==> config.mk <==
export PLATFORM = sky130hd
export DESIGN_NAME = ahb_copy_master
export DESIGN_NICKNAME = d
export VERILOG_FILES = /design/src/rtl/ahb_copy_master.sv
export SDC_FILE = /design/constraint.sdc
export NUM_CORES = 1
export LEC_CHECK = 0
export CAP_MARGIN = 15
export CORE_ASPECT_RATIO = 1.4
export CORE_UTILIZATION = 29
export CTS_BUF_LIST = sky130_fd_sc_hd__clkbuf_8
export DETAILED_ROUTE_END_ITERATION = 8
export PLACE_DENSITY = 0.51
export SKIP_LAST_GASP = 1
export SLEW_MARGIN = 15
export SYNTH_ARGS = -nofsm -noshare
export SYNTH_HDL_FRONTEND = slang
export SYNTH_SLANG_ARGS = --single-unit
==> constraint.sdc <==
create_clock -name HCLK -period 2.6 [get_ports HCLK]
set_input_delay 0.78 -clock HCLK [delete_from_list [all_inputs] [get_ports HCLK]]
set_output_delay 0.78 -clock HCLK [all_outputs]
set_load 0.02 [all_outputs]
==> src/rtl/ahb_copy_master.sv <==
// AHB-Lite word-copy initiator: reads a block of 32-bit words from a source
// address and writes them to a destination, one NONSEQ transfer at a time.
module ahb_copy_master #(
    parameter int AW = 32,
    parameter int LW = 16
) (
    input  logic          HCLK,
    input  logic          HRESET,
    input  logic          cmd_valid,
    output logic          cmd_ready,
    input  logic [AW-1:0] cmd_src,
    input  logic [AW-1:0] cmd_dst,
    input  logic [LW-1:0] cmd_len,
    output logic          busy,
    output logic          done,
    output logic          err,
    output logic [AW-1:0] HADDR,
    output logic [1:0]    HTRANS,
    output logic          HWRITE,
    output logic [2:0]    HSIZE,
    output logic [2:0]    HBURST,
    output logic [3:0]    HPROT,
    output logic [31:0]   HWDATA,
    input  logic [31:0]   HRDATA,
    input  logic          HREADY,
    input  logic          HRESP
);

    typedef enum logic [2:0] {
        S_IDLE,
        S_RADDR,
        S_WADDR,
        S_LAST,
        S_ERR
    } state_t;

    localparam logic [1:0] TRANS_IDLE   = 2'b00;
    localparam logic [1:0] TRANS_NONSEQ = 2'b10;

    state_t        state_reg, state_next;
    logic [AW-1:0] src_ptr_reg, src_ptr_next;
    logic [AW-1:0] dst_ptr_reg, dst_ptr_next;
    logic [LW-1:0] rem_reg, rem_next;
    logic [31:0]   wbuf_reg, wbuf_next;
    logic          done_reg, done_next;
    logic          err_reg, err_next;
    // Set while a write data phase is outstanding; the first read after
    // accept has no data phase to take an error from.
    logic          wr_pend_reg, wr_pend_next;

    // Byte-offset bits of the command addresses are deliberately dropped.
    logic unused_addr_bits;
    assign unused_addr_bits = ^{cmd_src[1:0], cmd_dst[1:0]};

    always_ff @(posedge HCLK) begin
        if (HRESET) begin
            state_reg   <= S_IDLE;
            src_ptr_reg <= '0;
            dst_ptr_reg <= '0;
            rem_reg     <= '0;
            wbuf_reg    <= '0;
            done_reg    <= 1'b0;
            err_reg     <= 1'b0;
            wr_pend_reg <= 1'b0;
        end else begin
            state_reg   <= state_next;
            src_ptr_reg <= src_ptr_next;
            dst_ptr_reg <= dst_ptr_next;
            rem_reg     <= rem_next;
            wbuf_reg    <= wbuf_next;
            done_reg    <= done_next;
            err_reg     <= err_next;
            wr_pend_reg <= wr_pend_next;
        end
    end

    always_comb begin
        state_next   = state_reg;
        src_ptr_next = src_ptr_reg;
        dst_ptr_next = dst_ptr_reg;
        rem_next     = rem_reg;
        wbuf_next    = wbuf_reg;
        done_next    = 1'b0;
        err_next     = err_reg;
        wr_pend_next = wr_pend_reg;

        case (state_reg)
            S_IDLE: begin
                if (cmd_valid) begin
                    src_ptr_next = {cmd_src[AW-1:2], 2'b00};
                    dst_ptr_next = {cmd_dst[AW-1:2], 2'b00};
                    rem_next     = cmd_len;
                    err_next     = 1'b0;
                    wr_pend_next = 1'b0;
                    if (cmd_len == '0) begin
                        done_next = 1'b1;
                    end else begin
                        state_next = S_RADDR;
                    end
                end
            end
            S_RADDR: begin
                if (wr_pend_reg && HRESP && !HREADY) begin
                    state_next = S_ERR;
                    err_next   = 1'b1;
                end else if (HREADY) begin
                    src_ptr_next = src_ptr_reg + AW'(4);
                    wr_pend_next = 1'b0;
                    state_next   = S_WADDR;
                end
            end
            S_WADDR: begin
                if (HRESP && !HREADY) begin
                    state_next = S_ERR;
                    err_next   = 1'b1;
                end else if (HREADY) begin
                    wbuf_next    = HRDATA;
                    dst_ptr_next = dst_ptr_reg + AW'(4);
                    rem_next     = rem_reg - LW'(1);
                    wr_pend_next = 1'b1;
                    state_next   = (rem_reg == LW'(1)) ? S_LAST : S_RADDR;
                end
            end
            S_LAST: begin
                if (HRESP && !HREADY) begin
                    state_next = S_ERR;
                    err_next   = 1'b1;
                end else if (HREADY) begin
                    state_next = S_IDLE;
                    done_next  = 1'b1;
                end
            end
            S_ERR: begin
                // HTRANS is already IDLE here, cancelling the stalled address phase.
                if (HREADY) begin
                    state_next = S_IDLE;
                    done_next  = 1'b1;
                end
            end
            default: begin
                state_next = S_IDLE;
            end
        endcase
    end

    always_comb begin
        HTRANS = TRANS_IDLE;
        HWRITE = 1'b0;
        HADDR  = '0;
        case (state_reg)
            S_RADDR: begin
                HTRANS = TRANS_NONSEQ;
                HADDR  = src_ptr_reg;
            end
            S_WADDR: begin
                HTRANS = TRANS_NONSEQ;
                HWRITE = 1'b1;
                HADDR  = dst_ptr_reg;
            end
            default: begin
                HTRANS = TRANS_IDLE;
            end
        endcase
    end

    assign HWDATA    = wbuf_reg;
    assign HSIZE     = 3'b010;
    assign HBURST    = 3'b000;
    assign HPROT     = 4'b0011;
    assign cmd_ready = (state_reg == S_IDLE);
    assign busy      = (state_reg != S_IDLE);
    assign done      = done_reg;
    assign err       = err_reg;

endmodule

==> out/summary.md, run 1 <==
- vias after detailed routing: 7593
- WL final: 25100 um
- post-synth top area cell: sky130_fd_sc_hd__dfxtp_1
- gpl congestion: 0.854
- Worst-Skew Late Latency: 0.45 ns
- number of placed I/O pins: 198
- Total Routing Usage GR: 21.0%
- Place WS: -0.165 ns
- start point of the worst hold path: HWDATA[5]
- critical path fanouts, max: 13
- distinct cell type count after synthesis: 68
- Reg-to-Reg End: state_reg[1]
- starting utilization of the core area: 29.7%
- total negative slack for setup checks: 0 ns
- top area cells in the synthesized netlist: sky130_fd_sc_hd__dfxtp_1, sky130_fd_sc_hd__nand2_1, sky130_fd_sc_hd__a21oi_1
- sequential element share of the synthesized area: 33.9%
- pwr dens: 968 nW/um2
- Tightest Pin Transition: 0.524 ns
- Endpoint, Worst Hold: HWDATA[5]
- vias in the first global route: 7132
- Most used DFF post-synth: sky130_fd_sc_hd__dfxtp_1
- final layout net count: 1252
- Sequential cell area: 2290 um2
- Inserted Clock Buffers: 17
- share of flip-flops with an asynchronous set or reset after synthesis: 0%
- standard-cell rows: 65
- residual DRC count: 0
- die area: 23800 um2
- top metal layer carrying routed signals: met4
- DP HPWL: 18400 um
- DR iter-0 viols: 460
- floorplan die width: 131 um
- maximum clock skew at final layout: 0.0164 ns
- router iterations before antenna repair: 5
- Core Region: 22700 um2
- count of antenna-violating nets left after detailed routing: 0
- count of pins over their slew limit: 0
- clock transition time at the flip-flop clock pins of the worst setup and hold paths: 0.08 ns
- Crit Path Class: register to primary output
- shortest clock period the worst path allows after layout: 2.60 ns
- CP max-delay cell: sky130_fd_sc_hd__or3b_4
- Data required, critical path: 1.82 ns
- Worst R2R Path Depth: 7
- number of flip-flops under the largest register name: 32
- run status: completed
- startpoint of the lowest-slack register-to-register path: state_reg[1]
- Max VDD drop: 0.000389 V
- Final Hold Fails: 0
- register bit count reported by yosys: 114
- Critical Path Source Type: register
- sink count of the clock tree: 114
- final core area utilization: 43.3%
- arrival time at the worst endpoint: 1.82 ns
- clock tree from TritonCTS: built
- leftover overflow at the end of global routing: 0
- area occupied by multi-input gates: 4070 um2
- share of layout cells above drive strength 1: 16.9%
- # H-tree levels: 4
- static power due to leakage: 3.59 nW
- portion of synthesized cell area occupied by the leading cell type: 33.9%
- upper clock frequency limit: 385 MHz
- WP buf/inv: 3
- unrepaired setup endpoints after global routing: true
- Rel. slew slack: 65.0%
- beginning of the critical path: state_reg[1]
- wire length the detailed router placed on met1: 11000 um
- Clock Root Buffer: sky130_fd_sc_hd__clkbuf_8
- pin count of the biggest net entering global routing: 66
- P&R area growth vs syn: 46.0%
- met2 wire len: 12500 um
- delay-heaviest family, CP: simple AND/OR/NAND/NOR gates
- Post-Syn Area per Cell: 7.29 um2
- antenna violations before repair: 0
- die height: 182 um
- cell count after synthesis: 924
- r2r setup slk: 0.16 ns
- Post-synth EDFFs: 0
- number of filler cells placed in the layout: 2344
- post-detailed-route via-to-cell ratio: 5.25
- count of cells along the worst hold path: 2
- Final period util: 99.8%
- number of warning messages in the yosys log: 0
- number of maximum-capacitance violations: 0
- number of diodes: 0
- first-pass GRT wire length: 38900 um
- worst min-delay path class: register to register
- Worst Hold Margin: 0.455 ns
- Mapped Area: 6730 um2
- Port-buffer cells: 180
- final-report setup violation count: 0
- met3 routed wirelength: 1220 um
- Setup WS post-layout: 0.00421 ns
- cell-by-cell trace of the critical path: or3b_4 -> clkinv_8 -> buf_12 -> a22o_1 -> buf_6
- critical path endpoint category: primary output
- average routed wire per standard cell: 17.4 um
- CP peak stage delay: 0.45 ns
- Max Root-Sink Buffers: 2
==> synthesized netlist by cell type (4+ instances only) <==
cell type and instances:
sky130_fd_sc_hd__nand2_1 166, sky130_fd_sc_hd__o31ai_1 6, sky130_fd_sc_hd__o211ai_1 7, sky130_fd_sc_hd__nor3_1 26, sky130_fd_sc_hd__nor4_1 16, sky130_fd_sc_hd__o21ai_0 45
sky130_fd_sc_hd__inv_1 21, sky130_fd_sc_hd__a22oi_1 13, sky130_fd_sc_hd__and2_1 7, sky130_fd_sc_hd__a31oi_1 12, sky130_fd_sc_hd__buf_4 14, sky130_fd_sc_hd__and3_1 6
sky130_fd_sc_hd__dfxtp_1 114, sky130_fd_sc_hd__and4_1 6, sky130_fd_sc_hd__or4_1 11, sky130_fd_sc_hd__a21oi_1 92, sky130_fd_sc_hd__nor3b_1 7, sky130_fd_sc_hd__clkbuf_1 53
sky130_fd_sc_hd__a2bb2oi_1 4, sky130_fd_sc_hd__a211oi_1 12, sky130_fd_sc_hd__mux2i_1 12, sky130_fd_sc_hd__nor2_1 54, sky130_fd_sc_hd__nand3_1 48, sky130_fd_sc_hd__buf_2 16
sky130_fd_sc_hd__or3_1 10, sky130_fd_sc_hd__o41ai_1 4, sky130_fd_sc_hd__a21o_1 6, sky130_fd_sc_hd__ha_1 4, sky130_fd_sc_hd__buf_1 7, sky130_fd_sc_hd__o32ai_1 7
sky130_fd_sc_hd__nand4_1 14, sky130_fd_sc_hd__a22o_1 16, sky130_fd_sc_hd__nor2b_1 9, sky130_fd_sc_hd__o22ai_1 21, sky130_fd_sc_hd__o311ai_0 4
==> per-stage QoR <==
| step | area [um2] | std cells | total power (W) |
|---|---|---|---|
| 2_1_floorplan | 6780 | 935 | 0.00540 |
| 5_1_grt | 9830 | 1445 | 0.0102 |
| 3_5_place_dp | 9240 | 1407 | 0.00751 |
| 3_3_place_gp | 9240 | 1407 | 0.00751 |
| 6_report | 9830 | 1445 | 0.00952 |
| 4_1_cts | 9570 | 1439 | 0.00930 |
==> cell usage in the layout (no fill, tap or decap), types with 21 or more instances in the layout <==
cell,instances
sky130_fd_sc_hd__a21oi_1,92
sky130_fd_sc_hd__nor2_1,54
sky130_fd_sc_hd__o22ai_1,21
sky130_fd_sc_hd__buf_6,23
sky130_fd_sc_hd__inv_1,21
sky130_fd_sc_hd__nand3_1,48
sky130_fd_sc_hd__dfxtp_1,111
sky130_fd_sc_hd__nor3_1,25
sky130_fd_sc_hd__o21ai_0,35
sky130_fd_sc_hd__clkdlybuf4s50_1,145
sky130_fd_sc_hd__buf_4,85
sky130_fd_sc_hd__nand2_1,161
==> metal layers <==
| metal | track usage (%) | vias up |
|---|---|---|
| met5 | 0 | - |
| met4 | 6.34 | 0 |
| met3 | 3.31 | 23 |
| met2 | 36.2 | 236 |
| met1 | 26.5 | 3561 |
| li1 | - | 3773 |
==> cells by family (layout without fill, tap and decap cells) <==
| kind of cell | Yosys count | after routing | share of synthesized area (%) |
|---|---|---|---|
| simple gates | 399 | 399 | 29.0 |
| fa+ha+maj | 4 | 4 | 0.743 |
| xor+xnor | 2 | 2 | 0.260 |
| mux | 15 | 15 | 2.29 |
| other cells | 2 | 13 | 0.112 |
| buf+inv | 113 | 322 | 7.47 |
| flops | 114 | 114 | 33.9 |
| compound gates | 275 | 275 | 26.2 |
==> where the power goes <==
group,total [W],switching (W),internal (W)
combinational,0.00497,0.00272,0.00225
clock,0.00177,0.000884,0.000882
sequential,0.00278,0.000569,0.00221
total,0.00952,0.00418,0.00534
==> worst min-delay path, cell delays in order (launching register included) <==
cell,delay [ns]
sky130_fd_sc_hd__dfxtp_1,0.31
sky130_fd_sc_hd__nand2_1,0.05
sky130_fd_sc_hd__a21oi_1,0.05
==> timing repair <==
action,4_1_cts,5_1_grt
buffers inserted,0,4
pin swaps,1,13
hold buffers,0,0
gates resized for setup,173,62
cloned,0,2
endpoints found under the hold margin,0,0
endpoints found under the setup margin,35,34
==> area by class of cell <==
type | count | share of cell area (%)
clock buffer | 17 | 2.38
timing repair buffer | 268 | 26.4
clock inverter | 15 | 1.72
sequential | 114 | 23.3
inverter | 22 | 0.967
multi-input combinational | 708 | 41.4
tap | 301 | 3.83
==> worst max-delay path by stage <==
stage,endpoint,slack (ns),depth (start not counted)
global route,HADDR[24],-0.06,6
floorplan,HADDR[10],-0.04,6
finish,HADDR[26],0.004,5
global placement,HADDR[21],-0.17,6
CTS,HADDR[21],-0.07,5
detailed placement,HADDR[21],-0.17,6
Power figures use the tool's default switching activity.
==> run 2, diff against run 1 <==
==> constraint.sdc (replaced) <==
create_clock -name HCLK -period 3.3 [get_ports HCLK]
set_input_delay 0.99 -clock HCLK [delete_from_list [all_inputs] [get_ports HCLK]]
set_output_delay 0.99 -clock HCLK [all_outputs]
set_load 0.02 [all_outputs]
==> out/summary.md, run 2 (synthesized netlist as in run 1, its figures left out) <==
- run status: completed
- upper clock frequency limit: 315 MHz
- Max VDD drop: 0.000304 V
- count of antenna-violating nets left after detailed routing: 0
- antenna violations before repair: 0
- delay-heaviest family, CP: buffers and inverters
- number of flip-flops under the largest register name: 32
- residual DRC count: 0
- Core Region: 22700 um2
- worst min-delay path class: register to register
- total cell area at the placement stage: 8890 um2
- vias in the first global route: 6869
- # placed instances: 1365
- CP max-delay cell: sky130_fd_sc_hd__or3b_4
- post-route standard cell area excluding fillers: 9280 um2
- Worst R2R Path Depth: 6
- startpoint of the lowest-slack register-to-register path: src_ptr_reg[2]
- share of layout cells above drive strength 1: 8.38%
- average routed wire per standard cell: 17.5 um
- die area: 23800 um2
- r2r setup slk: 0.98 ns
- Final period util: 96.1%
- top library cells by usage in the layout, fill and taps aside: sky130_fd_sc_hd__nand2_1, sky130_fd_sc_hd__clkdlybuf4s50_1, sky130_fd_sc_hd__dfxtp_1, sky130_fd_sc_hd__a21oi_1, sky130_fd_sc_hd__nor2_1
- pin count of the biggest net entering global routing: 52
- Rel. slew slack: 37.9%
- post-detailed-route via-to-cell ratio: 5.28
- Worst Hold Margin: 0.455 ns
- Reg-to-Reg End: src_ptr_reg[26]
- Total Routing Usage GR: 21.0%
- unrepaired setup endpoints after global routing: false
- static power due to leakage: 3.39 nW
- first-pass GRT wire length: 38400 um
- die height: 182 um
- # H-tree levels: 4
- final core area utilization: 40.9%
- clock tree from TritonCTS: built
- Setup WS post-layout: 0.127 ns
- cell depth of the worst setup path: 4
- leftover overflow at the end of global routing: 0
- CTS hold repair buffers: 0
- Max Root-Sink Buffers: 2
- beginning of the critical path: state_reg[2]
- gpl congestion: 0.833
- P&R area growth vs syn: 37.8%
- final-report setup violation count: 0
- clock transition time at the flip-flop clock pins of the worst setup and hold paths: 0.07 ns
- Crit Path Class: register to primary output
- DP HPWL: 17600 um
- CP peak stage delay: 0.49 ns
- pwr dens: 736 nW/um2
- Place WS: 0.189 ns
- Clock Root Buffer: sky130_fd_sc_hd__clkbuf_8
- standard-cell rows: 65
- Tightest Pin Transition: 0.924 ns
- maximum clock skew at final layout: 0.0128 ns
- critical path fanouts, max: 14
- critical path endpoint category: primary output
- Worst-Skew Late Latency: 0.46 ns
- final layout net count: 1207
- number of maximum-capacitance violations: 0
- count of pins over their slew limit: 0
- vias after detailed routing: 7382
- starting utilization of the core area: 29.7%
- most common cell after layout, fill and taps aside: sky130_fd_sc_hd__nand2_1
- filler-free cell count of the finished design: 1399
- Final Hold Fails: 0
- Critical Path Source Type: register
- end point of the critical path: HADDR[16]
- WL final: 24500 um
- cell-by-cell trace of the critical path: or3b_4 -> buf_4 -> o21ai_0 -> dlygate4sd1_1
- Inserted Clock Buffers: 17
- arrival time at the worst endpoint: 2.18 ns
- shortest clock period the worst path allows after layout: 3.17 ns
- DR iter-0 viols: 377
- Data required, critical path: 2.31 ns
- WP buf/inv: 2
- floorplan die width: 131 um
- sink count of the clock tree: 114
- number of placed I/O pins: 198
- Port-buffer cells: 180
- number of diodes: 0
- number of filler cells placed in the layout: 2359
- router iterations before antenna repair: 4
[run 2: cell type report]
cell class,count,area [um2],area share (%)
clock buffer,19,262,2.82
multi-input combinational,708,4020,43.3
sequential,114,2280,24.6
clock inverter,12,95.1,1.02
tap,301,377,4.06
timing repair buffer,223,2150,23.2
inverter,22,95.1,1.02
[run 2: stage by stage]
stage / total power [W] / TNS (ns)
global placement: 0.00557 / 0
global route: 0.00733 / 0
floorplan: 0.00426 / 0
CTS: 0.00686 / -0.169
detailed placement: 0.00557 / 0
finish: 0.00683 / 0
[run 2: worst min-delay path by stage]
stage,to,cells past startpoint,startpoint,slack (ns)
global route,HWDATA[12],2,HWDATA[12],0.47
finish,HWDATA[9],2,HWDATA[9],0.45
CTS,HWDATA[16],2,HWDATA[16],0.46
global placement,HWDATA[12],2,HWDATA[12],0.44
floorplan,rem_reg[10],2,rem_reg[10],0.44
detailed placement,HWDATA[16],2,HWDATA[16],0.45
[run 2: timing repair]
| action | 4_1_cts | 5_1_grt |
|---|---|---|
| pin swaps | 0 | 0 |
| gates resized for setup | 33 | 5 |
| endpoints found under the setup margin | 32 | 4 |
| gates cloned | 1 | 0 |
| setup buffers | 1 | 1 |
[run 2: power by group]
group,switching [W],total (W),internal (W)
Clock,0.000624,0.00124,0.000617
Sequential,0.000464,0.00220,0.00174
Combinational,0.00199,0.00339,0.00140
Total,0.00308,0.00683,0.00376
[run 2: worst reg2reg max path: stages (launching register included)]
cell and delay, ns:
sky130_fd_sc_hd__dfxtp_1 0.46, sky130_fd_sc_hd__ha_1 0.27, sky130_fd_sc_hd__nand4_1 0.19, sky130_fd_sc_hd__nor3_1 0.35, sky130_fd_sc_hd__nand3_1 0.31, sky130_fd_sc_hd__or4b_1 0.58, sky130_fd_sc_hd__nand3_1 0.09
[run 2: metal layers]
layer  part of all wire [%]  routed length, um  track usage, %
met5                      0                  0               0
met4                    2.3                555            7.54
met3                    5.2               1280            3.84
met2                     48              11700            35.2
met1                     45              11000            26.5
==> run 3, diff against run 2 <==
--- a/config.mk
+++ b/config.mk
@@ -9,6 +9,7 @@
 export CORE_ASPECT_RATIO = 1.4
 export CORE_UTILIZATION = 29
 export CTS_BUF_LIST = sky130_fd_sc_hd__clkbuf_8
+export CTS_CLUSTER_DIAMETER = 40
 export DETAILED_ROUTE_END_ITERATION = 8
 export PLACE_DENSITY = 0.51
 export SKIP_LAST_GASP = 1
==> results of run 3 <==
No change in the layout: final DEF, timing and power equal those of run 2.
